==> src/rtl/vram_arbiter_pkg.sv <==
// Shared VRAM types and constants for the GPU/CPU VRAM access path.
// The arbiter's FSM state and response-owner encodings are defined here.
package vram_arbiter_pkg;

  localparam int unsigned VramSize      = 2304;
  localparam int unsigned VramAddrWidth = 12;
  localparam int unsigned DataWidth     = 8;

  typedef logic [VramAddrWidth-1:0] vram_address_t;
  typedef logic [DataWidth-1:0]     data_t;

  typedef enum logic [0:0] {
    CLEAR = 1'b0,
    RUN   = 1'b1
  } vram_arb_state_t;

  typedef enum logic [1:0] {
    OWN_NONE = 2'd0,
    OWN_GPU  = 2'd1,
    OWN_CPU  = 2'd2
  } vram_owner_t;

  localparam vram_address_t VramLastAddr = vram_address_t'(VramSize - 1);

  function automatic logic addr_in_range(input vram_address_t addr);
    return addr <= VramLastAddr;
  endfunction

endpackage

==> src/rtl/vram_arbiter_if.sv <==
// Request/response buses of both VRAM clients plus the VRAM macro port.
// slave = arbiter side, master = requesters and memory side.
interface vram_arbiter_if;
  import vram_arbiter_pkg::*;

  logic          gpu_req_valid;
  vram_address_t gpu_req_addr;
  logic          gpu_req_ready;
  logic          gpu_rsp_valid;
  data_t         gpu_rsp_data;

  logic          cpu_req_valid;
  logic          cpu_req_we;
  vram_address_t cpu_req_addr;
  data_t         cpu_req_wdata;
  logic          cpu_req_ready;
  logic          cpu_rsp_valid;
  data_t         cpu_rsp_data;

  vram_address_t mem_addr;
  logic          mem_we;
  data_t         mem_wdata;
  data_t         mem_rdata;

  modport slave (
    input  gpu_req_valid, gpu_req_addr,
    output gpu_req_ready, gpu_rsp_valid, gpu_rsp_data,
    input  cpu_req_valid, cpu_req_we, cpu_req_addr, cpu_req_wdata,
    output cpu_req_ready, cpu_rsp_valid, cpu_rsp_data,
    output mem_addr, mem_we, mem_wdata,
    input  mem_rdata
  );

  modport master (
    output gpu_req_valid, gpu_req_addr,
    input  gpu_req_ready, gpu_rsp_valid, gpu_rsp_data,
    output cpu_req_valid, cpu_req_we, cpu_req_addr, cpu_req_wdata,
    input  cpu_req_ready, cpu_rsp_valid, cpu_rsp_data,
    input  mem_addr, mem_we, mem_wdata,
    output mem_rdata
  );

endinterface

==> src/rtl/vram_arbiter.sv <==
// Single-port VRAM arbiter: post-reset clear sequence, then GPU-priority
// arbitration with a bounded-wait override that guarantees CPU progress.
//
// state | meaning
// CLEAR | zeroing VRAM 0x000..0x8FF, one write per cycle, no grants
// RUN   | per-cycle arbitration between GPU and CPU
module vram_arbiter
  import vram_arbiter_pkg::*;
#(
  parameter int unsigned ClearOnReset = 1,
  parameter int unsigned CpuMaxWait   = 4
) (
  input  logic           clk_gpu,
  input  logic           rst_n,
  vram_arbiter_if.slave  bus,
  output logic           busy_clearing
);

  localparam logic [0:0] ST_CLEAR = CLEAR;
  localparam logic [0:0] ST_RUN   = RUN;
  localparam logic [0:0] ST_RESET = (ClearOnReset != 0) ? ST_CLEAR : ST_RUN;
  localparam logic [3:0] MaxWait  = 4'(CpuMaxWait);

  logic [0:0]    state_q, state_d;
  vram_address_t clr_cnt_q, clr_cnt_d;
  logic [3:0]    wait_q, wait_d;
  vram_owner_t   owner_q, owner_d;
  logic          oor_q, oor_d;
  data_t         gpu_data_q, gpu_data_d;
  data_t         cpu_data_q, cpu_data_d;

  logic          in_run;
  logic          clearing;
  logic          cpu_force;
  logic          gpu_grant;
  logic          cpu_grant;
  data_t         rsp_data;

  // rst_n gates the combinational outputs so an asserted reset shows the
  // idle port and no grants immediately, independent of the reset state.
  assign in_run    = rst_n && (state_q == ST_RUN);
  assign clearing  = rst_n && (state_q == ST_CLEAR);

  assign cpu_force = in_run && bus.cpu_req_valid && (wait_q == MaxWait);
  assign gpu_grant = in_run && bus.gpu_req_valid && !cpu_force;
  assign cpu_grant = in_run && bus.cpu_req_valid && !gpu_grant;

  assign bus.gpu_req_ready = gpu_grant;
  assign bus.cpu_req_ready = cpu_grant;
  assign busy_clearing     = (state_q == ST_CLEAR);

  always_comb begin
    bus.mem_addr  = '0;
    bus.mem_we    = 1'b0;
    bus.mem_wdata = '0;
    if (clearing) begin
      bus.mem_addr = clr_cnt_q;
      bus.mem_we   = 1'b1;
    end else if (gpu_grant) begin
      bus.mem_addr  = bus.gpu_req_addr;
      bus.mem_wdata = bus.cpu_req_wdata;
    end else if (cpu_grant) begin
      bus.mem_addr  = bus.cpu_req_addr;
      bus.mem_we    = bus.cpu_req_we && addr_in_range(bus.cpu_req_addr);
      bus.mem_wdata = bus.cpu_req_wdata;
    end
  end

  always_comb begin
    state_d   = state_q;
    clr_cnt_d = clr_cnt_q;
    if (state_q == ST_CLEAR) begin
      if (clr_cnt_q == VramLastAddr) begin
        clr_cnt_d = '0;
        state_d   = ST_RUN;
      end else begin
        clr_cnt_d = clr_cnt_q + 1'b1;
      end
    end
  end

  always_comb begin
    wait_d = wait_q;
    if (!in_run || !bus.cpu_req_valid || cpu_grant) begin
      wait_d = '0;
    end else if (wait_q != MaxWait) begin
      wait_d = wait_q + 1'b1;
    end
  end

  always_comb begin
    owner_d = OWN_NONE;
    oor_d   = 1'b0;
    if (gpu_grant) begin
      owner_d = OWN_GPU;
      oor_d   = !addr_in_range(bus.gpu_req_addr);
    end else if (cpu_grant && !bus.cpu_req_we) begin
      owner_d = OWN_CPU;
      oor_d   = !addr_in_range(bus.cpu_req_addr);
    end
  end

  // Read data is taken straight from the macro in the response cycle and
  // then held in the per-client register until the next response.
  assign rsp_data          = oor_q ? '0 : bus.mem_rdata;
  assign bus.gpu_rsp_valid = (owner_q == OWN_GPU);
  assign bus.cpu_rsp_valid = (owner_q == OWN_CPU);
  assign bus.gpu_rsp_data  = bus.gpu_rsp_valid ? rsp_data : gpu_data_q;
  assign bus.cpu_rsp_data  = bus.cpu_rsp_valid ? rsp_data : cpu_data_q;
  assign gpu_data_d        = bus.gpu_rsp_data;
  assign cpu_data_d        = bus.cpu_rsp_data;

  always_ff @(posedge clk_gpu or negedge rst_n) begin
    if (!rst_n) begin
      state_q    <= ST_RESET;
      clr_cnt_q  <= '0;
      wait_q     <= '0;
      owner_q    <= OWN_NONE;
      oor_q      <= 1'b0;
      gpu_data_q <= '0;
      cpu_data_q <= '0;
    end else begin
      state_q    <= state_d;
      clr_cnt_q  <= clr_cnt_d;
      wait_q     <= wait_d;
      owner_q    <= owner_d;
      oor_q      <= oor_d;
      gpu_data_q <= gpu_data_d;
      cpu_data_q <= cpu_data_d;
    end
  end

endmodule

==> src/flat_wrapper.sv <==
// flat-port wrapper written by rule: the top's interface ports become plain ports
module vram_arbiter_flat import vram_arbiter_pkg::*;
#(
  parameter int unsigned ClearOnReset = 1,
  parameter int unsigned CpuMaxWait   = 4
)
  (clk_gpu, rst_n, busy_clearing, bus_gpu_req_valid, bus_gpu_req_addr, bus_gpu_req_ready, bus_gpu_rsp_valid, bus_gpu_rsp_data, bus_cpu_req_valid, bus_cpu_req_we, bus_cpu_req_addr, bus_cpu_req_wdata, bus_cpu_req_ready, bus_cpu_rsp_valid, bus_cpu_rsp_data, bus_mem_addr, bus_mem_we, bus_mem_wdata, bus_mem_rdata);
  vram_arbiter_if bus_i ();
  input  logic clk_gpu;
  input  logic rst_n;
  output logic busy_clearing;
  input wire logic [$bits(bus_i.gpu_req_valid)-1:0] bus_gpu_req_valid;
  input wire logic [$bits(bus_i.gpu_req_addr)-1:0] bus_gpu_req_addr;
  output wire logic [$bits(bus_i.gpu_req_ready)-1:0] bus_gpu_req_ready;
  output wire logic [$bits(bus_i.gpu_rsp_valid)-1:0] bus_gpu_rsp_valid;
  output wire logic [$bits(bus_i.gpu_rsp_data)-1:0] bus_gpu_rsp_data;
  input wire logic [$bits(bus_i.cpu_req_valid)-1:0] bus_cpu_req_valid;
  input wire logic [$bits(bus_i.cpu_req_we)-1:0] bus_cpu_req_we;
  input wire logic [$bits(bus_i.cpu_req_addr)-1:0] bus_cpu_req_addr;
  input wire logic [$bits(bus_i.cpu_req_wdata)-1:0] bus_cpu_req_wdata;
  output wire logic [$bits(bus_i.cpu_req_ready)-1:0] bus_cpu_req_ready;
  output wire logic [$bits(bus_i.cpu_rsp_valid)-1:0] bus_cpu_rsp_valid;
  output wire logic [$bits(bus_i.cpu_rsp_data)-1:0] bus_cpu_rsp_data;
  output wire logic [$bits(bus_i.mem_addr)-1:0] bus_mem_addr;
  output wire logic [$bits(bus_i.mem_we)-1:0] bus_mem_we;
  output wire logic [$bits(bus_i.mem_wdata)-1:0] bus_mem_wdata;
  input wire logic [$bits(bus_i.mem_rdata)-1:0] bus_mem_rdata;
  assign bus_i.gpu_req_valid = bus_gpu_req_valid;
  assign bus_i.gpu_req_addr = bus_gpu_req_addr;
  assign bus_gpu_req_ready = bus_i.gpu_req_ready;
  assign bus_gpu_rsp_valid = bus_i.gpu_rsp_valid;
  assign bus_gpu_rsp_data = bus_i.gpu_rsp_data;
  assign bus_i.cpu_req_valid = bus_cpu_req_valid;
  assign bus_i.cpu_req_we = bus_cpu_req_we;
  assign bus_i.cpu_req_addr = bus_cpu_req_addr;
  assign bus_i.cpu_req_wdata = bus_cpu_req_wdata;
  assign bus_cpu_req_ready = bus_i.cpu_req_ready;
  assign bus_cpu_rsp_valid = bus_i.cpu_rsp_valid;
  assign bus_cpu_rsp_data = bus_i.cpu_rsp_data;
  assign bus_mem_addr = bus_i.mem_addr;
  assign bus_mem_we = bus_i.mem_we;
  assign bus_mem_wdata = bus_i.mem_wdata;
  assign bus_i.mem_rdata = bus_mem_rdata;
  vram_arbiter #(.ClearOnReset(ClearOnReset), .CpuMaxWait(CpuMaxWait)) u_core (.clk_gpu(clk_gpu), .rst_n(rst_n), .bus(bus_i), .busy_clearing(busy_clearing));
endmodule
==> config.mk <==
export PLATFORM = sky130hd
export DESIGN_NAME = vram_arbiter_flat
export DESIGN_NICKNAME = d
export VERILOG_FILES = /design/src/rtl/vram_arbiter_pkg.sv /design/src/rtl/vram_arbiter_if.sv /design/src/rtl/vram_arbiter.sv /design/src/flat_wrapper.sv
export SDC_FILE = /design/constraint.sdc
export NUM_CORES = 1
export LEC_CHECK = 0
export CAP_MARGIN = 20
export CORE_ASPECT_RATIO = 0.8
export CORE_MARGIN = 5
export CORE_UTILIZATION = 29
export CTS_CLUSTER_SIZE = 24
export DETAILED_ROUTE_END_ITERATION = 8
export PLACE_DENSITY = 0.7
export SLEW_MARGIN = 20
export SYNTH_ARGS = -nofsm -noshare
export SYNTH_HDL_FRONTEND = slang
export SYNTH_SLANG_ARGS = --single-unit
==> constraint.sdc <==
create_clock -name clk_gpu -period 2.4 [get_ports clk_gpu]
set_input_delay 0.48 -clock clk_gpu [delete_from_list [all_inputs] [get_ports clk_gpu]]
set_output_delay 0.48 -clock clk_gpu [all_outputs]
set_load 0.05 [all_outputs]
* Word level (Yosys, flattened, before mapping)
Cells that the tools add are included.
** Storage, ports and cells
- Flip-flop bits (word level) :: 36
- Input bits :: 45
- Output and inout port bits :: 42
- Word-level logic and storage cells :: 57
** Cells by class
- Add/sub/neg operators :: 2
- $lt $le $gt $ge :: 2
- Equal/unequal tests :: 5
- Muxes and demuxes :: 21
- Bitwise gates (word level) :: 1
- Reductions and logical operators :: 19
** Operator list (number)
- $mux 12 :: 4
- $mux 8 :: 6
- $le 12x12->1 const B :: 2
- $add 12x1->12 const B :: 1
- $eq 12x12->1 const B :: 1
- $logic_and 1x1->1 :: 9
- $mux 4 :: 2
- $logic_not 1->1 :: 7
- $mux 1 :: 7
- $add 4x1->4 const B :: 1
- $eq 4x3->1 const B :: 1
- $mux 2 :: 2
- $ne 4x3->1 const B :: 1
- $eq 2x1->1 const B :: 1
- $eq 2x2->1 const B :: 1
- $logic_or 1x1->1 :: 2
- $reduce_bool 2->1 :: 1
- $not 1->1 :: 1

* Longest topological paths before layout
Gate-level depths: netlist of run 1.
- Depth in word-level cells :: 10
- Mapped depth :: 6
- Gate-level depth less buffers :: 5

* Worst setup path after synthesis of run 1
Ideal clock, no wire load.
- Path type :: reg2out
- Start point :: reg u_core.owner_q[0]
- End point :: out bus_cpu_rsp_data[0]
- Arrival :: 1.967 ns
- Data required time :: 1.920 ns
- Path slack :: -0.047 ns
- Cell stages (with the launch flop) :: 5
- Path buffers :: 2
- Cells stage by stage :: dfrtp_1 > nand2b_1 > clkbuf_1 > clkbuf_1 > o21ai_0
** Between the ends
- Word-level cells in the longest chain between the ends :: 2
** RTL lines
- start, declared :: RTL line vram_arbiter.sv:27 : vram_owner_t owner_q, owner_d;
- start signal, assigned :: RTL line vram_arbiter.sv:126 : owner_q <= owner_d;
- $eq 2x2->1 :: RTL line vram_arbiter.sv:107 : assign bus.cpu_rsp_valid = (owner_q == OWN_CPU);
- $mux 8 :: RTL line vram_arbiter.sv:109 : assign bus.cpu_rsp_data = bus.cpu_rsp_valid ? rsp_data : cpu_data_q;
- end, declared :: RTL line flat_wrapper.sv:23 : output wire logic [$bits(bus_i.cpu_rsp_data)-1:0] bus_cpu_rsp_data;
Every way passes these cells.

* Worst setup path in the final report of run 1
- Start point :: in bus_cpu_req_valid
- End point :: out bus_mem_addr[9]
** Between the ends
- Word-level cells in the longest chain between the ends :: 9
** RTL lines
- start, declared :: RTL line flat_wrapper.sv:17 : input wire logic [$bits(bus_i.cpu_req_valid)-1:0] bus_cpu_req_valid;
- $logic_and 1x1->1 (*) :: RTL line vram_arbiter.sv:44, vram_arbiter.sv:46
- $logic_and 1x1->1 :: RTL line vram_arbiter.sv:44 : assign cpu_force = in_run && bus.cpu_req_valid && (wait_q == MaxWait);
- $logic_not 1->1 :: RTL line vram_arbiter.sv:45 : assign gpu_grant = in_run && bus.gpu_req_valid && !cpu_force;
- $logic_and 1x1->1 :: RTL line vram_arbiter.sv:45
- $logic_not 1->1 :: RTL line vram_arbiter.sv:46 : assign cpu_grant = in_run && bus.cpu_req_valid && !gpu_grant;
- $logic_and 1x1->1 :: RTL line vram_arbiter.sv:46
- $mux 12 :: RTL line vram_arbiter.sv:62 : end else if (cpu_grant) begin
- $mux 12 (*) :: RTL line vram_arbiter.sv:59 : end else if (gpu_grant) begin
- $mux 12 (*) :: RTL line vram_arbiter.sv:56 : if (clearing) begin
- end, declared :: RTL line flat_wrapper.sv:24 : output wire logic [$bits(bus_i.mem_addr)-1:0] bus_mem_addr;
Mark *: on every way between the ends. The rest lies on a longest branch, timed or not.

==> impl_metrics.yaml, run 1 <==
layout:
  nets: 335
  drive_above_1_share: 0.233
  final_util: 0.534
  fin_cells: 372
  finalInstanceArea_um2: 3400
  final_cell_mix: "clkdlybuf4s50_1, buf_12, dfrtp_1"
  n_antenna_cell: 0
  layout_commonest_cell: "clkdlybuf4s50_1"
  syn_to_final_growth_pct: 78.9
  num-fill-cells: 561
detailed_routing:
  wl_um: 5870
  route.met2.wl_um: 3050
  drc: 0
  via_per_inst: 4.91
  drtIter0Drc: 93
  wl_met3_um: 390
  wl_met1_um: 2360
  maxUsedRoutingLayer: "met4"
  drt_pass1_iterations: 5
  ant_nets: 0
  wl_per_cell_um: 15.8
  vias: 1825
clock_tree:
  cts_sinks: 36
  cts_tree: "built"
  cts_made_buffers: 5
  path_clk_slew_ns: 0.07
  cts-root-buf: "clkbuf_8"
  htree_levels: 2
  clock_latency_ns: 0.29
  cts_max_path_buffers: 2
  holdBufCountCts: 0
critical_path:
  path_cells: "clkdlybuf4s50_1 -> inv_1 -> o2111a_2 -> a221o_1 -> buf_12"
  timing.reg2reg.setup_slack_ns: 0.77
  r2r_cells: 4
  startpoint: "bus_cpu_req_valid"
  worstSetupPathType: "in2out"
  endpoint: "bus_mem_addr[9]"
  timing.rr.end: "u_core.clr_cnt_q[8]$_DFFE_PN0N_"
  cp_max_fo: 7
  required_ns: 1.92
  worstPathArrival_ns: 1.94
  crit_cells: 5
  crit_path_top_delay_cell: "clkdlybuf4s50_1"
  rr_startpoint: "u_core.clr_cnt_q[0]$_DFFE_PN0N_"
  start_kind: "input pin"
  crit_path_end_kind: "output port"
  crit_family: "buffers and inverters"
  slowest_delay_ns: 0.49
  crit_buf_inv: 3
logic_synthesis:
  synth.area.mux_share: 0
  synth-adder-area-share: 0.0197
  synthesis.nets: 242
  netlist_area_um2: 1900
  syn_avg_cell_area_um2: 9.80
  async_flop_share: 1.00
  synthXorXnorAreaFrac: 0.0368
  synth_top_family_by_area: "simple AND/OR/NAND/NOR gates"
  ys.flop_type: "dfrtp_1"
  ys_ff_latch: 36
  synth_seq_area_share: 0.474
  synth-edff-count: 0
  synth.distinct_cells: 37
  synth-simple-area-share: 0.256
  synth_cells: 194
  yosysWarnings: 0
  synth_compound_area_frac: 0.174
global_route:
  grt_pass1_vias: 1790
  grt_usage: 0.140
  antenna_found_initial: 0
  grt.overflow.total: 0
  grt_pass1_wl_um: 9010
  grt_max_degree: 36
floorplanning:
  start_util: 0.298
  die-area_um2: 8290
  core_area_um2: 6380
  die_x_um: 101
  rows: 26
  fp.dieH_um: 82.4
  pin_count: 87
sta:
  fin_tns_setup_ns: -0.140
  setup_slack_ns: -0.0217
  slew_viol_final: 0
  period_share: 1.01
  rsz0062_at_grt: "yes"
  period_minus_slack_ns: 2.42
  final_hold_viol_count: 0
  finalSetupViolCount: 12
  worst_pin_slew_ns: 0.560
  max_freq_ghz: 0.413
  maxSlewHeadroom: 0.626
  whs_ns: 0.00488
  fin_worst_skew_ns: 0.00490
place:
  routabilityCongestion: 0.825
  port_buffers: 86
  dpl.cell_count: 361
  pre_cts_slack_ns: -0.0646
  placed_area_um2: 3260
  dp_hpwl_um: 4600
pwr:
  peakVddDrop_v: 0.000234
  power_leakage_nw: 1.54
  finalPower_mw: 1.26
  p_per_area_nw_per_um2: 372
status:
  violations: "negative setup slack"
  status: "finished with violations"
hold_path:
  hp-class: "in2async"
run:
  drv_cap: 0
area by class of cell:
class / instances / area, µm² / share of cell area
Multi-Input combinational cell: 142 / 947 / 0.278
Tap cell: 84 / 105 / 0.0309
Inverter: 8 / 30.0 / 0.00883
Sequential cell: 36 / 901 / 0.265
Clock buffer: 6 / 72.6 / 0.0213
Timing Repair Buffer: 94 / 1310 / 0.385
Clock inverter: 2 / 35.0 / 0.0103
routing by layer:
layer	vias up	global-route usage
met5	-	0
met4	0	0.0444
met3	11	0.0369
met2	70	0.245
met1	867	0.168
li1	877	-
cells by family (layout without fill, tap and decap cells):
logic type,Yosys count,count (layout)
XOR/XNOR,8,8
buffers and inverters,17,110
adder cells (fa/ha/maj),3,3
AND/OR/NAND/NOR,86,86
flip-flops,36,36
AO/OA/AOI/OAI,44,45
report_power, final:
part / switching [mW] / internal [mW]
registers: 0 / 0.606
logic: 0.0529 / 0.0827
clock network: 0.214 / 0.308
worst reg2reg max path, cell delays in order, from the launching register on:
cell and delay (ns):
dfrtp_1 0.46, ha_1 0.26, nand4b_2 0.24, or4b_1 0.52, nand2_1 0.08
cell usage after synthesis, types with 4 or more instances:
library cell  count  share of area
and2_1           20          0.066
xor2_1            5          0.023
o21ai_0          19          0.050
nor2_1            7          0.014
inv_1             8          0.016
nand3_1           6          0.016
a221o_1          12          0.063
buf_2             4          0.011
nand2b_1         10          0.033
clkbuf_1          4         0.0079
dfrtp_1          36           0.47
nand2_1          23          0.045
state kept, by name, indices dropped and copies added (netlist names):
signal             cells
u_core.cpu_data_q      8
u_core.clr_cnt_q      12
u_core.owner_q         2
u_core.wait_q          4
u_core.gpu_data_q      8
u_core.state_q         1
u_core.oor_q           1
how the worst min path moves through the flow:
| stage | slack, ns | to | from |
|---|---|---|---|
| 2_1_floorplan | 0.18 | u_core.clr_cnt_q[0]$_DFFE_PN0N_ | rst_n |
| 3_3_place_gp | 0.29 | u_core.wait_q[3]$_DFFE_PN0P_ | rst_n |
| 3_5_place_dp | 0.29 | u_core.wait_q[3]$_DFFE_PN0P_ | rst_n |
| 4_1_cts | 0.003 | u_core.wait_q[3]$_DFFE_PN0P_ | rst_n |
| 5_1_grt | 0.0004 | u_core.wait_q[3]$_DFFE_PN0P_ | rst_n |
| 6_report | 0.005 | u_core.wait_q[3]$_DFFE_PN0P_ | rst_n |
what timing repair did:
item / CTS / global route
resized for setup: 1 / 6
buffers inserted: 2 / 0
setup endpoints to repair: 12 / 16
cloned: 1 / 0
pin swaps: 15 / 2
(Power assumes the default switching activity.)
==> inputs of run 2 (changes only) <==
--- a/config.mk
+++ b/config.mk
@@ -9,6 +9,7 @@
 export CORE_ASPECT_RATIO = 0.8
 export CORE_MARGIN = 5
 export CORE_UTILIZATION = 29
+export CTS_CLUSTER_DIAMETER = 40
 export CTS_CLUSTER_SIZE = 24
 export DETAILED_ROUTE_END_ITERATION = 8
 export PLACE_DENSITY = 0.7
==> results of run 2 <==
No change in the layout: final DEF, timing and power equal those of run 1.
==> inputs of run 3 (changes only) <==
--- a/config.mk
+++ b/config.mk
@@ -5,14 +5,13 @@
 export SDC_FILE = /design/constraint.sdc
 export NUM_CORES = 1
 export LEC_CHECK = 0
-export CAP_MARGIN = 20
 export CORE_ASPECT_RATIO = 0.8
 export CORE_MARGIN = 5
 export CORE_UTILIZATION = 29
 export CTS_CLUSTER_DIAMETER = 40
 export CTS_CLUSTER_SIZE = 24
 export DETAILED_ROUTE_END_ITERATION = 8
-export PLACE_DENSITY = 0.7
+export PLACE_DENSITY = 0.72
 export SLEW_MARGIN = 20
 export SYNTH_ARGS = -nofsm -noshare
 export SYNTH_HDL_FRONTEND = slang
==> constraint.sdc (replaced) <==
create_clock -name clk_gpu -period 2.1 [get_ports clk_gpu]
set_input_delay 0.42 -clock clk_gpu [delete_from_list [all_inputs] [get_ports clk_gpu]]
set_output_delay 0.42 -clock clk_gpu [all_outputs]
set_load 0.05 [all_outputs]
==> impl_metrics.yaml, run 3 (synthesized netlist as in run 1, its figures left out) <==
status:
  status: "finished with violations"
  violations: "negative setup slack"
global_route:
  grt_pass1_vias: 1875
  grt.overflow.total: 0
  grt_usage: 0.145
  grt_pass1_wl_um: 9540
  antenna_found_initial: 0
  grt_max_degree: 24
sta:
  fin_tns_setup_ns: -3.47
  max_freq_ghz: 0.420
  maxSlewHeadroom: 0.676
  slew_viol_final: 0
  setup_slack_ns: -0.282
  fin_worst_skew_ns: 0.00506
  rsz0062_at_grt: "yes"
  final_hold_viol_count: 0
  period_minus_slack_ns: 2.38
  finalSetupViolCount: 15
  worst_pin_slew_ns: 0.483
  period_share: 1.13
place:
  port_buffers: 86
  dp_hpwl_um: 4590
  pre_cts_slack_ns: -0.296
  routabilityCongestion: 0.854
  dpl.cell_count: 371
detailed_routing:
  wl_um: 5960
  drtIter0Drc: 87
  drc: 0
  drt_pass1_iterations: 4
  via_per_inst: 4.76
  wl_per_cell_um: 15.4
  vias: 1837
  ant_nets: 0
critical_path:
  crit_path_end_kind: "output port"
  timing.rr.end: "u_core.clr_cnt_q[8]$_DFFE_PN0N_"
  timing.reg2reg.setup_slack_ns: 0.49
  rr_startpoint: "u_core.state_q$_DFF_PN0_"
  start_kind: "flip-flop"
  worstSetupPathType: "reg2out"
  endpoint: "bus_mem_addr[11]"
  worstPathArrival_ns: 1.96
  cp_max_fo: 14
  required_ns: 1.68
  r2r_cells: 4
  startpoint: "u_core.wait_q[0]$_DFFE_PN0P_"
floorplanning:
  die-area_um2: 8290
  start_util: 0.298
  pin_count: 87
  fp.dieH_um: 82.4
  core_area_um2: 6380
  rows: 26
  die_x_um: 101
layout:
  syn_to_final_growth_pct: 88.0
  nets: 349
  largest_reg_flops: 12
  fin_cells: 386
  num-fill-cells: 557
  drive_above_1_share: 0.308
  n_antenna_cell: 0
  layout_commonest_cell: "buf_12"
  reg_top3: "u_core.clr_cnt_q: 12 flops, u_core.cpu_data_q: 8 flops, u_core.gpu_data_q: 8 flops"
  seq_area_um2: 901
  top_register: "u_core.clr_cnt_q"
  final_cell_mix: "buf_12, clkdlybuf4s50_1, dfrtp_1"
  multi_input_area_um2: 967
hold_path:
  hp-class: "in2async"
clock_tree:
  cts_tree: "built"
  cts_max_path_buffers: 2
  path_clk_slew_ns: 0.07
  cts-root-buf: "clkbuf_8"
  cts_made_buffers: 5
  htree_levels: 2
  clock_latency_ns: 0.28
  cts_sinks: 36
pwr:
  finalPower_mw: 1.43
  peakVddDrop_v: 0.000260
  p_per_area_nw_per_um2: 401
  power_leakage_nw: 1.63
run:
  drv_cap: 0
run 3: power by group:
group	internal, mW	switching (mW)
Clock	0.352	0.231
Combinational	0.0955	0.0611
Sequential	0.693	0
Total	1.14	0.292
run 3: timing repair:
item / in CTS / in global routing
gates resized for setup: 7 / 4
setup endpoints to repair: 15 / 31
hold buffers: 0 / 0
endpoints found under the hold margin: 0 / 0
buffers inserted: 4 / 2
cloned: 1 / 0
pin swaps: 2 / 0
run 3: worst min-delay path by stage:
stage / slack [ns] / endpoint
6_report: 0.15 / u_core.wait_q[3]$_DFFE_PN0P_
2_1_floorplan: 0.12 / u_core.clr_cnt_q[0]$_DFFE_PN0N_
5_1_grt: 0.16 / u_core.wait_q[3]$_DFFE_PN0P_
4_1_cts: 0.15 / u_core.wait_q[3]$_DFFE_PN0P_
3_3_place_gp: 0.43 / u_core.wait_q[3]$_DFFE_PN0P_
3_5_place_dp: 0.45 / u_core.wait_q[3]$_DFFE_PN0P_
run 3: metal layers:
metal	part of all wire	track usage	vias to the layer above	wire length (µm)
met3	0.050	0.0344	2	298
met4	0.0030	0.0215	0	18
met5	0	0	-	0
met1	0.44	0.189	889	2620
li1	-	-	901	-
met2	0.51	0.253	45	3030
run 3: layout make-up:
| class | instances | area share |
|---|---|---|
| clock buffers | 6 | 0.0203 |
| repair buffers | 109 | 0.410 |
| multi-input cells | 141 | 0.271 |
| flip-flops and latches | 36 | 0.252 |
| inverters | 8 | 0.00840 |
| well taps | 84 | 0.0294 |
| clock inverters | 2 | 0.00980 |
run 3: critical path, cell delays in order (launching register included):
cell and delay [ns]:
dfrtp_1 0.39, inv_1 0.06, ha_1 0.14, nand3b_1 0.11, o2111a_2 0.39, a221o_1 0.43
buf_12 0.16
run 3: per-stage QoR:
stage,utilization,hold WS [ns],area [µm²]
finish,0.561,0.145,3570
global route,0.561,0.164,3570
CTS,0.557,0.145,3550
detailed placement,0.528,0.447,3370
global placement,0.528,0.429,3370
floorplan,-,0.124,1910
